[src/rtl/mem_arbiter2_pkg.sv]
// Shared definitions for the two-master picorv32 bus arbiter: FSM encodings,
// default error response, and the SoC decode map that the arbiter fronts.
package mem_arbiter2_pkg;

    typedef enum logic [1:0] {
        ARB_IDLE = 2'b00,
        ARB_GNT0 = 2'b01,
        ARB_GNT1 = 2'b10
    } arb_state_e;

    localparam logic [31:0] ERR_RDATA_DEFAULT = 32'hDEAD_BEEF;
    localparam int unsigned TIMEOUT_DEFAULT   = 32'd64;

    // SoC slave map decoded downstream of the arbiter
    localparam logic [31:0] RAM_BASE  = 32'h0000_0000;
    localparam logic [31:0] ROM_BASE  = 32'h0001_0000;
    localparam logic [31:0] MMUP_BASE = 32'h0010_0000;

    // One-hot owner vector for a given arbiter state
    function automatic logic [1:0] grant_of(input arb_state_e st);
        logic [1:0] g;
        case (st)
            ARB_GNT0: g = 2'b01;
            ARB_GNT1: g = 2'b10;
            default:  g = 2'b00;
        endcase
        return g;
    endfunction

endpackage

[src/rtl/mem_arbiter2_if.sv]
// One picorv32 native memory bus port. The requester uses the master modport,
// the responder uses the slave modport.
interface mem_arbiter2_if;
    logic        valid;
    logic        instr;
    logic [31:0] addr;
    logic [31:0] wdata;
    logic [3:0]  wstrb;
    logic        ready;
    logic [31:0] rdata;

    modport master (
        output valid, instr, addr, wdata, wstrb,
        input  ready, rdata
    );

    modport slave (
        input  valid, instr, addr, wdata, wstrb,
        output ready, rdata
    );
endinterface

[src/rtl/mem_arbiter2_watchdog.sv]
// Bus watchdog: counts stalled cycles of the current transfer and flags the
// cycle in which the stall budget runs out. TIMEOUT of 0 never expires.
module bus_watchdog #(
    parameter int unsigned TIMEOUT = 32'd64
) (
    input  logic clk,
    input  logic resetn,
    input  logic clr,
    input  logic en,
    input  logic stall,
    output logic expire
);
    localparam logic [31:0] LIMIT = (TIMEOUT == 32'd0) ? 32'd0 : 32'(TIMEOUT - 32'd1);

    logic [31:0] wd_cnt_r;

    // Stall counter, saturating so a disabled watchdog cannot wrap
    always_ff @(posedge clk or negedge resetn) begin
        if (!resetn) begin
            wd_cnt_r <= 32'd0;
        end else if (clr) begin
            wd_cnt_r <= 32'd0;
        end else if (en && stall && (wd_cnt_r != 32'hFFFF_FFFF)) begin
            wd_cnt_r <= wd_cnt_r + 32'd1;
        end else begin
            wd_cnt_r <= wd_cnt_r;
        end
    end

    // Expiry is evaluated in the stalled cycle itself so the forced completion lands on it
    always_comb begin
        expire = 1'b0;
        if ((TIMEOUT != 32'd0) && en && stall && (wd_cnt_r == LIMIT)) begin
            expire = 1'b1;
        end else begin
            expire = 1'b0;
        end
    end

endmodule

[src/rtl/mem_arbiter2.sv]
// mem_arbiter2: round-robin two-master arbiter for the picorv32 native bus,
// holding the grant until the transfer completes or the watchdog forces an error.
module mem_arbiter2
    import mem_arbiter2_pkg::*;
#(
    parameter int unsigned TIMEOUT   = TIMEOUT_DEFAULT,
    parameter logic [31:0] ERR_RDATA = ERR_RDATA_DEFAULT
) (
    input  logic           clk,
    input  logic           resetn,
    mem_arbiter2_if.slave  m0,
    mem_arbiter2_if.slave  m1,
    mem_arbiter2_if.master s,
    output logic [1:0]     grant,
    output logic           bus_err,
    output logic [31:0]    err_addr
);

    arb_state_e  state_r;
    arb_state_e  state_s;
    logic        last_r;        // 1'b0: M0 granted most recently, 1'b1: M1
    logic        bus_err_r;
    logic [31:0] err_addr_r;

    logic        cur_valid_s;
    logic        cur_instr_s;
    logic [31:0] cur_addr_s;
    logic [31:0] cur_wdata_s;
    logic [3:0]  cur_wstrb_s;
    logic        done_s;
    logic [31:0] rsp_rdata_s;
    logic        wd_clr_s;
    logic        wd_en_s;
    logic        wd_expire_s;

    bus_watchdog #(
        .TIMEOUT (TIMEOUT)
    ) u_watchdog (
        .clk    (clk),
        .resetn (resetn),
        .clr    (wd_clr_s),
        .en     (wd_en_s),
        .stall  (!s.ready),
        .expire (wd_expire_s)
    );

    // Arbiter state register
    always_ff @(posedge clk or negedge resetn) begin
        if (!resetn) begin
            state_r <= ARB_IDLE;
        end else begin
            state_r <= state_s;
        end
    end

    // Round-robin pointer, starts at M1 so M0 wins the first tie
    always_ff @(posedge clk or negedge resetn) begin
        if (!resetn) begin
            last_r <= 1'b1;
        end else if ((state_r == ARB_IDLE) && (state_s == ARB_GNT0)) begin
            last_r <= 1'b0;
        end else if ((state_r == ARB_IDLE) && (state_s == ARB_GNT1)) begin
            last_r <= 1'b1;
        end else begin
            last_r <= last_r;
        end
    end

    // Error pulse and address of the last forced completion
    always_ff @(posedge clk or negedge resetn) begin
        if (!resetn) begin
            bus_err_r  <= 1'b0;
            err_addr_r <= 32'd0;
        end else if (wd_expire_s) begin
            bus_err_r  <= 1'b1;
            err_addr_r <= cur_addr_s;
        end else begin
            bus_err_r  <= 1'b0;
            err_addr_r <= err_addr_r;
        end
    end

    // Select the owning master's request
    always_comb begin
        cur_valid_s = 1'b0;
        cur_instr_s = 1'b0;
        cur_addr_s  = 32'd0;
        cur_wdata_s = 32'd0;
        cur_wstrb_s = 4'd0;
        case (state_r)
            ARB_GNT0: begin
                cur_valid_s = m0.valid;
                cur_instr_s = m0.instr;
                cur_addr_s  = m0.addr;
                cur_wdata_s = m0.wdata;
                cur_wstrb_s = m0.wstrb;
            end
            ARB_GNT1: begin
                cur_valid_s = m1.valid;
                cur_instr_s = m1.instr;
                cur_addr_s  = m1.addr;
                cur_wdata_s = m1.wdata;
                cur_wstrb_s = m1.wstrb;
            end
            default: begin
                cur_valid_s = 1'b0;
            end
        endcase
    end

    // Slave request, watchdog controls and routed responses
    always_comb begin
        wd_clr_s    = (state_r == ARB_IDLE);
        wd_en_s     = (state_r != ARB_IDLE) && cur_valid_s;
        // A dropped valid while granted ends the transfer silently
        done_s      = cur_valid_s && (s.ready || wd_expire_s);
        rsp_rdata_s = wd_expire_s ? ERR_RDATA : s.rdata;

        s.valid = cur_valid_s && !wd_expire_s;
        s.instr = cur_instr_s;
        s.addr  = cur_addr_s;
        s.wdata = cur_wdata_s;
        s.wstrb = cur_wstrb_s;

        m0.ready = 1'b0;
        m0.rdata = 32'd0;
        m1.ready = 1'b0;
        m1.rdata = 32'd0;
        if (state_r == ARB_GNT0) begin
            m0.ready = done_s;
            m0.rdata = rsp_rdata_s;
        end else if (state_r == ARB_GNT1) begin
            m1.ready = done_s;
            m1.rdata = rsp_rdata_s;
        end else begin
            m0.ready = 1'b0;
            m1.ready = 1'b0;
        end
    end

    // Next-state: grant on request, release after completion
    always_comb begin
        state_s = state_r;
        case (state_r)
            ARB_IDLE: begin
                if (m0.valid && m1.valid) begin
                    state_s = last_r ? ARB_GNT0 : ARB_GNT1;
                end else if (m0.valid) begin
                    state_s = ARB_GNT0;
                end else if (m1.valid) begin
                    state_s = ARB_GNT1;
                end else begin
                    state_s = ARB_IDLE;
                end
            end
            ARB_GNT0, ARB_GNT1: begin
                if (!cur_valid_s || done_s) begin
                    state_s = ARB_IDLE;
                end else begin
                    state_s = state_r;
                end
            end
            default: begin
                state_s = ARB_IDLE;
            end
        endcase
    end

    assign grant    = grant_of(state_r);
    assign bus_err  = bus_err_r;
    assign err_addr = err_addr_r;

endmodule

[src/flat_wrapper.sv]
// flat-port wrapper written by rule: the top's interface ports become plain ports
module mem_arbiter2_flat import mem_arbiter2_pkg::*;
#(
    parameter int unsigned TIMEOUT   = TIMEOUT_DEFAULT,
    parameter logic [31:0] ERR_RDATA = ERR_RDATA_DEFAULT
)
  (clk, resetn, grant, bus_err, err_addr, m0_valid, m0_instr, m0_addr, m0_wdata, m0_wstrb, m0_ready, m0_rdata, m1_valid, m1_instr, m1_addr, m1_wdata, m1_wstrb, m1_ready, m1_rdata, s_valid, s_instr, s_addr, s_wdata, s_wstrb, s_ready, s_rdata);
  mem_arbiter2_if m0_i ();
  mem_arbiter2_if m1_i ();
  mem_arbiter2_if s_i ();
  input  logic clk;
  input  logic resetn;
  output logic [1:0] grant;
  output logic bus_err;
  output logic [31:0] err_addr;
  input wire logic [$bits(m0_i.valid)-1:0] m0_valid;
  input wire logic [$bits(m0_i.instr)-1:0] m0_instr;
  input wire logic [$bits(m0_i.addr)-1:0] m0_addr;
  input wire logic [$bits(m0_i.wdata)-1:0] m0_wdata;
  input wire logic [$bits(m0_i.wstrb)-1:0] m0_wstrb;
  output wire logic [$bits(m0_i.ready)-1:0] m0_ready;
  output wire logic [$bits(m0_i.rdata)-1:0] m0_rdata;
  input wire logic [$bits(m1_i.valid)-1:0] m1_valid;
  input wire logic [$bits(m1_i.instr)-1:0] m1_instr;
  input wire logic [$bits(m1_i.addr)-1:0] m1_addr;
  input wire logic [$bits(m1_i.wdata)-1:0] m1_wdata;
  input wire logic [$bits(m1_i.wstrb)-1:0] m1_wstrb;
  output wire logic [$bits(m1_i.ready)-1:0] m1_ready;
  output wire logic [$bits(m1_i.rdata)-1:0] m1_rdata;
  output wire logic [$bits(s_i.valid)-1:0] s_valid;
  output wire logic [$bits(s_i.instr)-1:0] s_instr;
  output wire logic [$bits(s_i.addr)-1:0] s_addr;
  output wire logic [$bits(s_i.wdata)-1:0] s_wdata;
  output wire logic [$bits(s_i.wstrb)-1:0] s_wstrb;
  input wire logic [$bits(s_i.ready)-1:0] s_ready;
  input wire logic [$bits(s_i.rdata)-1:0] s_rdata;
  assign m0_i.valid = m0_valid;
  assign m0_i.instr = m0_instr;
  assign m0_i.addr = m0_addr;
  assign m0_i.wdata = m0_wdata;
  assign m0_i.wstrb = m0_wstrb;
  assign m0_ready = m0_i.ready;
  assign m0_rdata = m0_i.rdata;
  assign m1_i.valid = m1_valid;
  assign m1_i.instr = m1_instr;
  assign m1_i.addr = m1_addr;
  assign m1_i.wdata = m1_wdata;
  assign m1_i.wstrb = m1_wstrb;
  assign m1_ready = m1_i.ready;
  assign m1_rdata = m1_i.rdata;
  assign s_valid = s_i.valid;
  assign s_instr = s_i.instr;
  assign s_addr = s_i.addr;
  assign s_wdata = s_i.wdata;
  assign s_wstrb = s_i.wstrb;
  assign s_i.ready = s_ready;
  assign s_i.rdata = s_rdata;
  mem_arbiter2 #(.TIMEOUT(TIMEOUT), .ERR_RDATA(ERR_RDATA)) u_core (.clk(clk), .resetn(resetn), .m0(m0_i), .m1(m1_i), .s(s_i), .grant(grant), .bus_err(bus_err), .err_addr(err_addr));
endmodule
[config.mk]
export PLATFORM = sky130hd
export DESIGN_NAME = mem_arbiter2_flat
export DESIGN_NICKNAME = d
export VERILOG_FILES = /design/src/rtl/mem_arbiter2_pkg.sv /design/src/rtl/mem_arbiter2_if.sv /design/src/rtl/mem_arbiter2_watchdog.sv /design/src/rtl/mem_arbiter2.sv /design/src/flat_wrapper.sv
export SDC_FILE = /design/constraint.sdc
export NUM_CORES = 1
export LEC_CHECK = 0
export CAP_MARGIN = 20
export CORE_AREA = 2 2 136 138
export CTS_CLUSTER_DIAMETER = 30
export DETAILED_ROUTE_END_ITERATION = 10
export DIE_AREA = 0 0 138 140
export GPL_TIMING_DRIVEN = 0
export PLACE_DENSITY_LB_ADDON = 0.2
export SYNTH_ARGS = -nofsm -noshare
export SYNTH_HDL_FRONTEND = slang
export SYNTH_HIERARCHICAL = 1
export SYNTH_SLANG_ARGS = --single-unit
[constraint.sdc]
create_clock -name clk -period 3.43 [get_ports clk]
set_input_delay 0.343 -clock clk [delete_from_list [all_inputs] [get_ports clk]]
set_output_delay 0.343 -clock clk [all_outputs]
set_load 0.05 [all_outputs]
; After elaboration in Yosys (flattened, before gate mapping)
; Cells that the tools add are included.
[totals]
register_bits = 68
in_bits = 175
word_cells = 56
[op_classes]
n_addsub = 1
eq_ne = 6
n_mux = 25
reduce_logical = 19
[op_table]
columns = op, count
row1 = 32-bit 2-to-1 mux, 6
row2 = 32-bit case mux with 2 select lines, 2
row3 = "32-bit by 1-bit adder with 32-bit output, second input constant", 1
row4 = "32-bit by 6-bit equality test with 1-bit output, second input constant", 1
row5 = "32-bit != test, second input constant", 1
row6 = 2-bit 2-to-1 mux, 5
row7 = 1-bit logical AND, 9
row8 = 2-bit case mux with 2 select lines, 2
row9 = 4-bit case mux with 2 select lines, 1
row10 = 1-bit 2-to-1 mux, 7
row11 = 2-bit nonzero test, 3
row12 = "2-bit by 1-bit equality test with 1-bit output, second input constant", 2
row13 = "2-bit equality test, second input constant", 2
row14 = 1-bit case mux with 2 select lines, 2
row15 = 1-bit zero test, 3
row16 = 2-bit zero test, 1
row17 = 1-bit logical OR, 2
row18 = 2-bit OR reduction, 1

; Depth between registers and ports, before layout
; Gate-level depths: netlist (run 1).
[logic_depth]
ltp_word = 15
mapped_depth = 14
depth_no_buf = 12

; By module
; Netlist (run 1), hierarchy kept.
[by_module_without_submodules]
columns = mod, n_inst, cells_per_inst, area_each_um2, seq_area_each_um2
row1 = mem_arbiter2, 1, 363, 3295.7, 902.1
row2 = bus_watchdog, 1, 203, 1820.5, 800.8

; Worst setup path before layout (run 1)
; OpenSTA, ideal clock, no wires.
[synth_timing]
path_type = reg-to-output
startpoint = register u_core.state_r[0]
endpoint = output m0_ready
arrival_ps = 3301
required_time_ps = 3087
slack_ps = -214
path_stages_with_launch = 13
path_buffers = 3
cell_sequence = dfrtp_1 inv_1 ha_1 buf_2 nand2_1 nor2_1 and2_1 nand3_1 nor4_1 buf_2 buf_6 nor2_1 nor3b_1
[synth_via]
elab_chain_cells = 9
elab_cells_between_ends = 11
cone_classes = eq/ne: 2 / mux: 3 / reduce/logical: 6
[synth_rtl]
columns = element, line
row1 = "start, declared", mem_arbiter2.sv:19  ; arb_state_e state_r;
row2 = "start signal, assigned", mem_arbiter2.sv:52  ; state_r <= state_s;
row3 = 2-bit equality test or 2-bit by 1-bit equality test with 1-bit output (tied branches), mem_arbiter2.sv:90  ; case (state_r)
row4 = 1-bit case mux with 2 select lines, mem_arbiter2.sv:90
row5 = 1-bit logical AND *, mem_arbiter2.sv:114  ; wd_en_s = (state_r != ARB_IDLE) && cur_valid_s;
row6 = named net u_core.wd_en_s, mem_arbiter2.sv:33  ; logic wd_en_s;
row7 = 1-bit logical AND * (2 in a row), mem_arbiter2_watchdog.sv:33  ; if ((TIMEOUT != 32'd0) && en && stall && (wd_cnt_r == LIMIT)) begin
row8 = 1-bit 2-to-1 mux *, mem_arbiter2_watchdog.sv:33
row9 = named net u_core.wd_expire_s, mem_arbiter2.sv:34  ; logic wd_expire_s;
row10 = 1-bit logical OR *, mem_arbiter2.sv:116  ; done_s = cur_valid_s && (s.ready || wd_expire_s);
row11 = 1-bit logical AND *, mem_arbiter2.sv:116
row12 = 1-bit 2-to-1 mux *, mem_arbiter2.sv:129  ; if (state_r == ARB_GNT0) begin
row13 = "end, declared", flat_wrapper.sv:21  ; output wire logic [$bits(m0_i.ready)-1:0] m0_ready;
; The timed path passes the listed nets; every way through them passes the cells marked *.

; Worst setup path after layout (run 1)
[layout_timing]
startpoint = register u_core.state_r[1]
endpoint = output s_valid
[layout_via]
elab_chain_cells = 8
elab_cells_between_ends = 10
cone_classes = eq/ne: 2 / mux: 2 / reduce/logical: 6
[layout_rtl]
columns = element, line
row1 = 2-bit equality test or 2-bit by 1-bit equality test with 1-bit output (tied branches), mem_arbiter2.sv:90
row2 = 1-bit case mux with 2 select lines, mem_arbiter2.sv:90
row3 = 1-bit logical AND *, mem_arbiter2.sv:114
row4 = named net u_core.wd_en_s, mem_arbiter2.sv:33
row5 = 1-bit logical AND * (2 in a row), mem_arbiter2_watchdog.sv:33
row6 = 1-bit 2-to-1 mux *, mem_arbiter2_watchdog.sv:33
row7 = named net u_core.wd_expire_s, mem_arbiter2.sv:34
row8 = 1-bit zero test *, mem_arbiter2.sv:119  ; s.valid = cur_valid_s && !wd_expire_s;
row9 = 1-bit logical AND *, mem_arbiter2.sv:119
row10 = "end, declared", flat_wrapper.sv:30  ; output wire logic [$bits(s_i.valid)-1:0] s_valid;
; Marked as above.

==> results.sh, run 1 <==
export IMPL_antenna_left=0
export IMPL_syn_to_final_growth_pct=80.9
export IMPL_synth_flop_cell="dfrtp_1"
export IMPL_finalHoldViolCount=0
export IMPL_viasPerCell=4.94
export IMPL_status="completed"
export IMPL_syn_area_um2=5120
export IMPL_ff2ff_setup_slack_ps=390
export IMPL_place_gp_congestion=0.903
export IMPL_cp_num_buf_inv=6
export IMPL_drive_gt1_frac=0.236
export IMPL_reg2reg_depth=15
export IMPL_worstMarginPinSlew_ps=660
export IMPL_grt_overflow=0
export IMPL_timing_rr_start="u_core/state_r[1]"
export IMPL_wl_per_cell_um=19.5
export IMPL_cts_made_buffers=9
export IMPL_synth_edf_count=0
export IMPL_die_x_um=138
export IMPL_die_area_um2=19300
export IMPL_first_pass_iters=5
export IMPL_wl_um=22700
export IMPL_max_freq_mhz=300
export IMPL_fp_dieH_um=140
export IMPL_layout_nets=1116
export IMPL_coreArea_um2=17800
export IMPL_synth_distinct_cells=51
export IMPL_drv_slew=0
export IMPL_setup_viol=0
export IMPL_worstSkewPairLatency_ps=330
export IMPL_antenna_found_initial=1
export IMPL_worst_path_max_fanout=10
export IMPL_syn_num_nets=748
export IMPL_total_power_mw=5.31
export IMPL_drc=0
export IMPL_cts_tree="built"
export IMPL_crit_chain="inv_2 -> ha_1 -> buf_6 -> a22o_4 -> nand2_4 -> nor2_4 -> and2_4 -> nand3_2 -> nor4_4 -> buf_6 -> buf_4 -> buf_4 -> nor2_1 -> clkbuf_2"
export IMPL_reg2reg_to="u_core/err_addr[2]"
export IMPL_grt_use_total=0.227
export IMPL_numPortBuffers=345
export IMPL_synth_area_per_cell_um2=9.04
export IMPL_crit_family="buffers and inverters"
export IMPL_clk_pin_slew_ps=60
export IMPL_rsz0062_at_grt="yes"
export IMPL_clock_sinks=68
export IMPL_layout_min_cycle_time_ps=3330
export IMPL_cp_slowest_cell="dfrtp_2"
export IMPL_vdd_ir_drop_worst_uv=270
export IMPL_ys_ff_latch=68
export IMPL_seq_area_frac_synth=0.333
export IMPL_cp_required_ps=3090
export IMPL_async_reset_ff_frac=1.00
export IMPL_io_pins=346
export IMPL_hold_path_class="in -> async"
export IMPL_grt_max_degree=43
export IMPL_clockBufferDepth=2
export IMPL_critPathArrivalTime_ps=2990
export IMPL_place_hpwl_um=18400
export IMPL_max_slew_margin=0.560
export IMPL_fin_area_um2=9250
export IMPL_critPathLaunchType="flip-flop"
export IMPL_drv_cap=0
export IMPL_clock_skew_ps=6.12
export IMPL_grt_pass1_vias=5621
export IMPL_p_leak_nw=3.68
export IMPL_drt_iter0_drc=246
export IMPL_ys_warn_count=6
export IMPL_grt_pass1_wl_um=34400
export IMPL_dr_total_vias=5772
export IMPL_cts_root_buf="clkbuf_16"
export IMPL_htree_levels=3
export IMPL_row_count=49
export IMPL_start_util=0.288
export IMPL_post_route_period_util=0.971
export IMPL_fin_setup_tns_ps=0
export IMPL_cpPeakStageDelay_ps=450
export IMPL_place_area_um2=8890
export IMPL_worstSetupPathType="reg -> out"
export IMPL_p_per_area_nw_per_um2=574
export IMPL_synthCells=566
export IMPL_end_kind="output pin"
worst max-delay path by stage:
| stage | startpoint | endpoint | slack [ps] | cells after the start |
|---|---|---|---|---|
| floorplan | u_core/state_r[0] | m0_rdata[10] | 30 | 12 |
| global placement | u_core/state_r[1] | m0_rdata[9] | -1250 | 13 |
| detailed placement | u_core/state_r[1] | m0_rdata[9] | -1260 | 13 |
| CTS | u_core/state_r[1] | s_valid | 1 | 13 |
| global route | u_core/state_r[1] | m0_rdata[29] | -8 | 14 |
| finish | u_core/state_r[1] | s_valid | 100 | 14 |
layout make-up:
type	count	area, um^2
antenna	1	2.50
buffer	41	285
fill	1687	8530
tap	229	287
multi-input combinational	449	3190
timing repair buffer	358	3400
clock buffer	10	239
sequential	68	1700
inverter	7	26.3
clock inverter	6	111
stage by stage:
| stage | cells | worst slack, ps | hold slack (ps) | utilization |
|---|---|---|---|---|
| after CTS | 1161 | 1.33 | 488 | 0.514 |
| after floorplan | 566 | 31.0 | 47.4 | - |
| after detailed placement | 1141 | -1260 | 305 | 0.500 |
| after global routing | 1169 | -8.34 | 505 | 0.520 |
| final | 1169 | 98.4 | 479 | 0.520 |
| after global placement | 1140 | -1250 | 489 | 0.499 |
layout by cell type (no fill, tap or decap), types with 11 or more instances in the layout:
cell             instances
clkdlybuf4s50_1        277
nor2b_1                 85
nor2_1                  66
dfrtp_1                 66
buf_2                   39
a22oi_1                 37
a22oi_2                 32
mux2_2                  32
buf_4                   24
a21oi_1                 24
buf_6                   23
or3_1                   19
nand2_1                 17
nand3_1                 17
and2_1                  16
clkbuf_4                15
nor4_1                  12
o21ai_1                 11
cells in the mapped netlist, types with 2 or more instances:
| cell | instances | area share |
|---|---|---|
| a21oi_1 | 24 | 0.023 |
| a22oi_1 | 37 | 0.054 |
| a22oi_2 | 32 | 0.078 |
| and2_1 | 17 | 0.021 |
| and3_1 | 3 | 0.0037 |
| and4_1 | 3 | 0.0051 |
| buf_2 | 17 | 0.017 |
| buf_4 | 3 | 0.0044 |
| buf_6 | 10 | 0.022 |
| clkbuf_1 | 10 | 0.0073 |
| clkbuf_2 | 2 | 0.0020 |
| dfrtp_1 | 67 | 0.33 |
| ha_1 | 7 | 0.017 |
| inv_1 | 7 | 0.0051 |
| mux2_2 | 32 | 0.070 |
| nand2_1 | 18 | 0.013 |
| nand3_1 | 18 | 0.018 |
| nand4_1 | 5 | 0.0061 |
| nor2_1 | 67 | 0.049 |
| nor2b_1 | 88 | 0.11 |
| nor2b_2 | 6 | 0.010 |
| nor3_1 | 3 | 0.0029 |
| nor4_1 | 13 | 0.016 |
| o2111ai_1 | 2 | 0.0034 |
| o21ai_0 | 9 | 0.0088 |
| o21ai_1 | 11 | 0.011 |
| o31ai_1 | 4 | 0.0059 |
| or3_1 | 19 | 0.023 |
| or4_1 | 4 | 0.0059 |
| xnor2_1 | 4 | 0.0068 |
| xor2_1 | 4 | 0.0068 |
cell families after synthesis:
group | share of synthesized area
and+or+nand+nor | 0.297
AOI/OAI and AO/OA | 0.209
DFF | 0.333
buffers and inverters | 0.0575
muxes | 0.0724
xor gates and xnor gates | 0.0137
adders and majority gates | 0.0171
state kept, by name (all words and copies together), names as in the netlist:
| register | cells |
|---|---|
| u_core/err_addr | 32 |
| u_core/bus_err | 1 |
| u_core/state_r | 2 |
| u_core/last_r | 1 |
| u_core/u_watchdog/wd_cnt_r | 32 |
timing repair:
item,CTS,global route
buffers inserted,4,7
hold endpoints to repair,25,0
gates resized for setup,315,97
pin swaps,1,2
setup endpoints to repair,121,67
hold buffers,1,0
power breakdown:
group | leakage [nW] | internal [mW] | switching [mW]
sequential | 0.944 | 0.820 | 0.0169
clock | 0.169 | 0.729 | 0.346
combinational | 2.57 | 1.23 | 2.17
layer usage:
| layer | vias to the layer above | part of all wire | track usage |
|---|---|---|---|
| met4 | 0 | 0.029 | 0.0757 |
| met3 | 38 | 0.049 | 0.0506 |
| met2 | 190 | 0.51 | 0.396 |
| met5 | - | 0 | 0 |
| met1 | 2776 | 0.41 | 0.277 |
| li1 | 2768 | - | - |
(Power assumes the default switching activity.)
==> run 2, diff against run 1 <==
--- a/config.mk
+++ b/config.mk
@@ -12,6 +12,7 @@
 export DIE_AREA = 0 0 138 140
 export GPL_TIMING_DRIVEN = 0
 export PLACE_DENSITY_LB_ADDON = 0.2
+export SLEW_MARGIN = 20
 export SYNTH_ARGS = -nofsm -noshare
 export SYNTH_HDL_FRONTEND = slang
 export SYNTH_HIERARCHICAL = 1
==> results of run 2 <==
No change in the layout: final DEF, timing and power equal those of run 1.
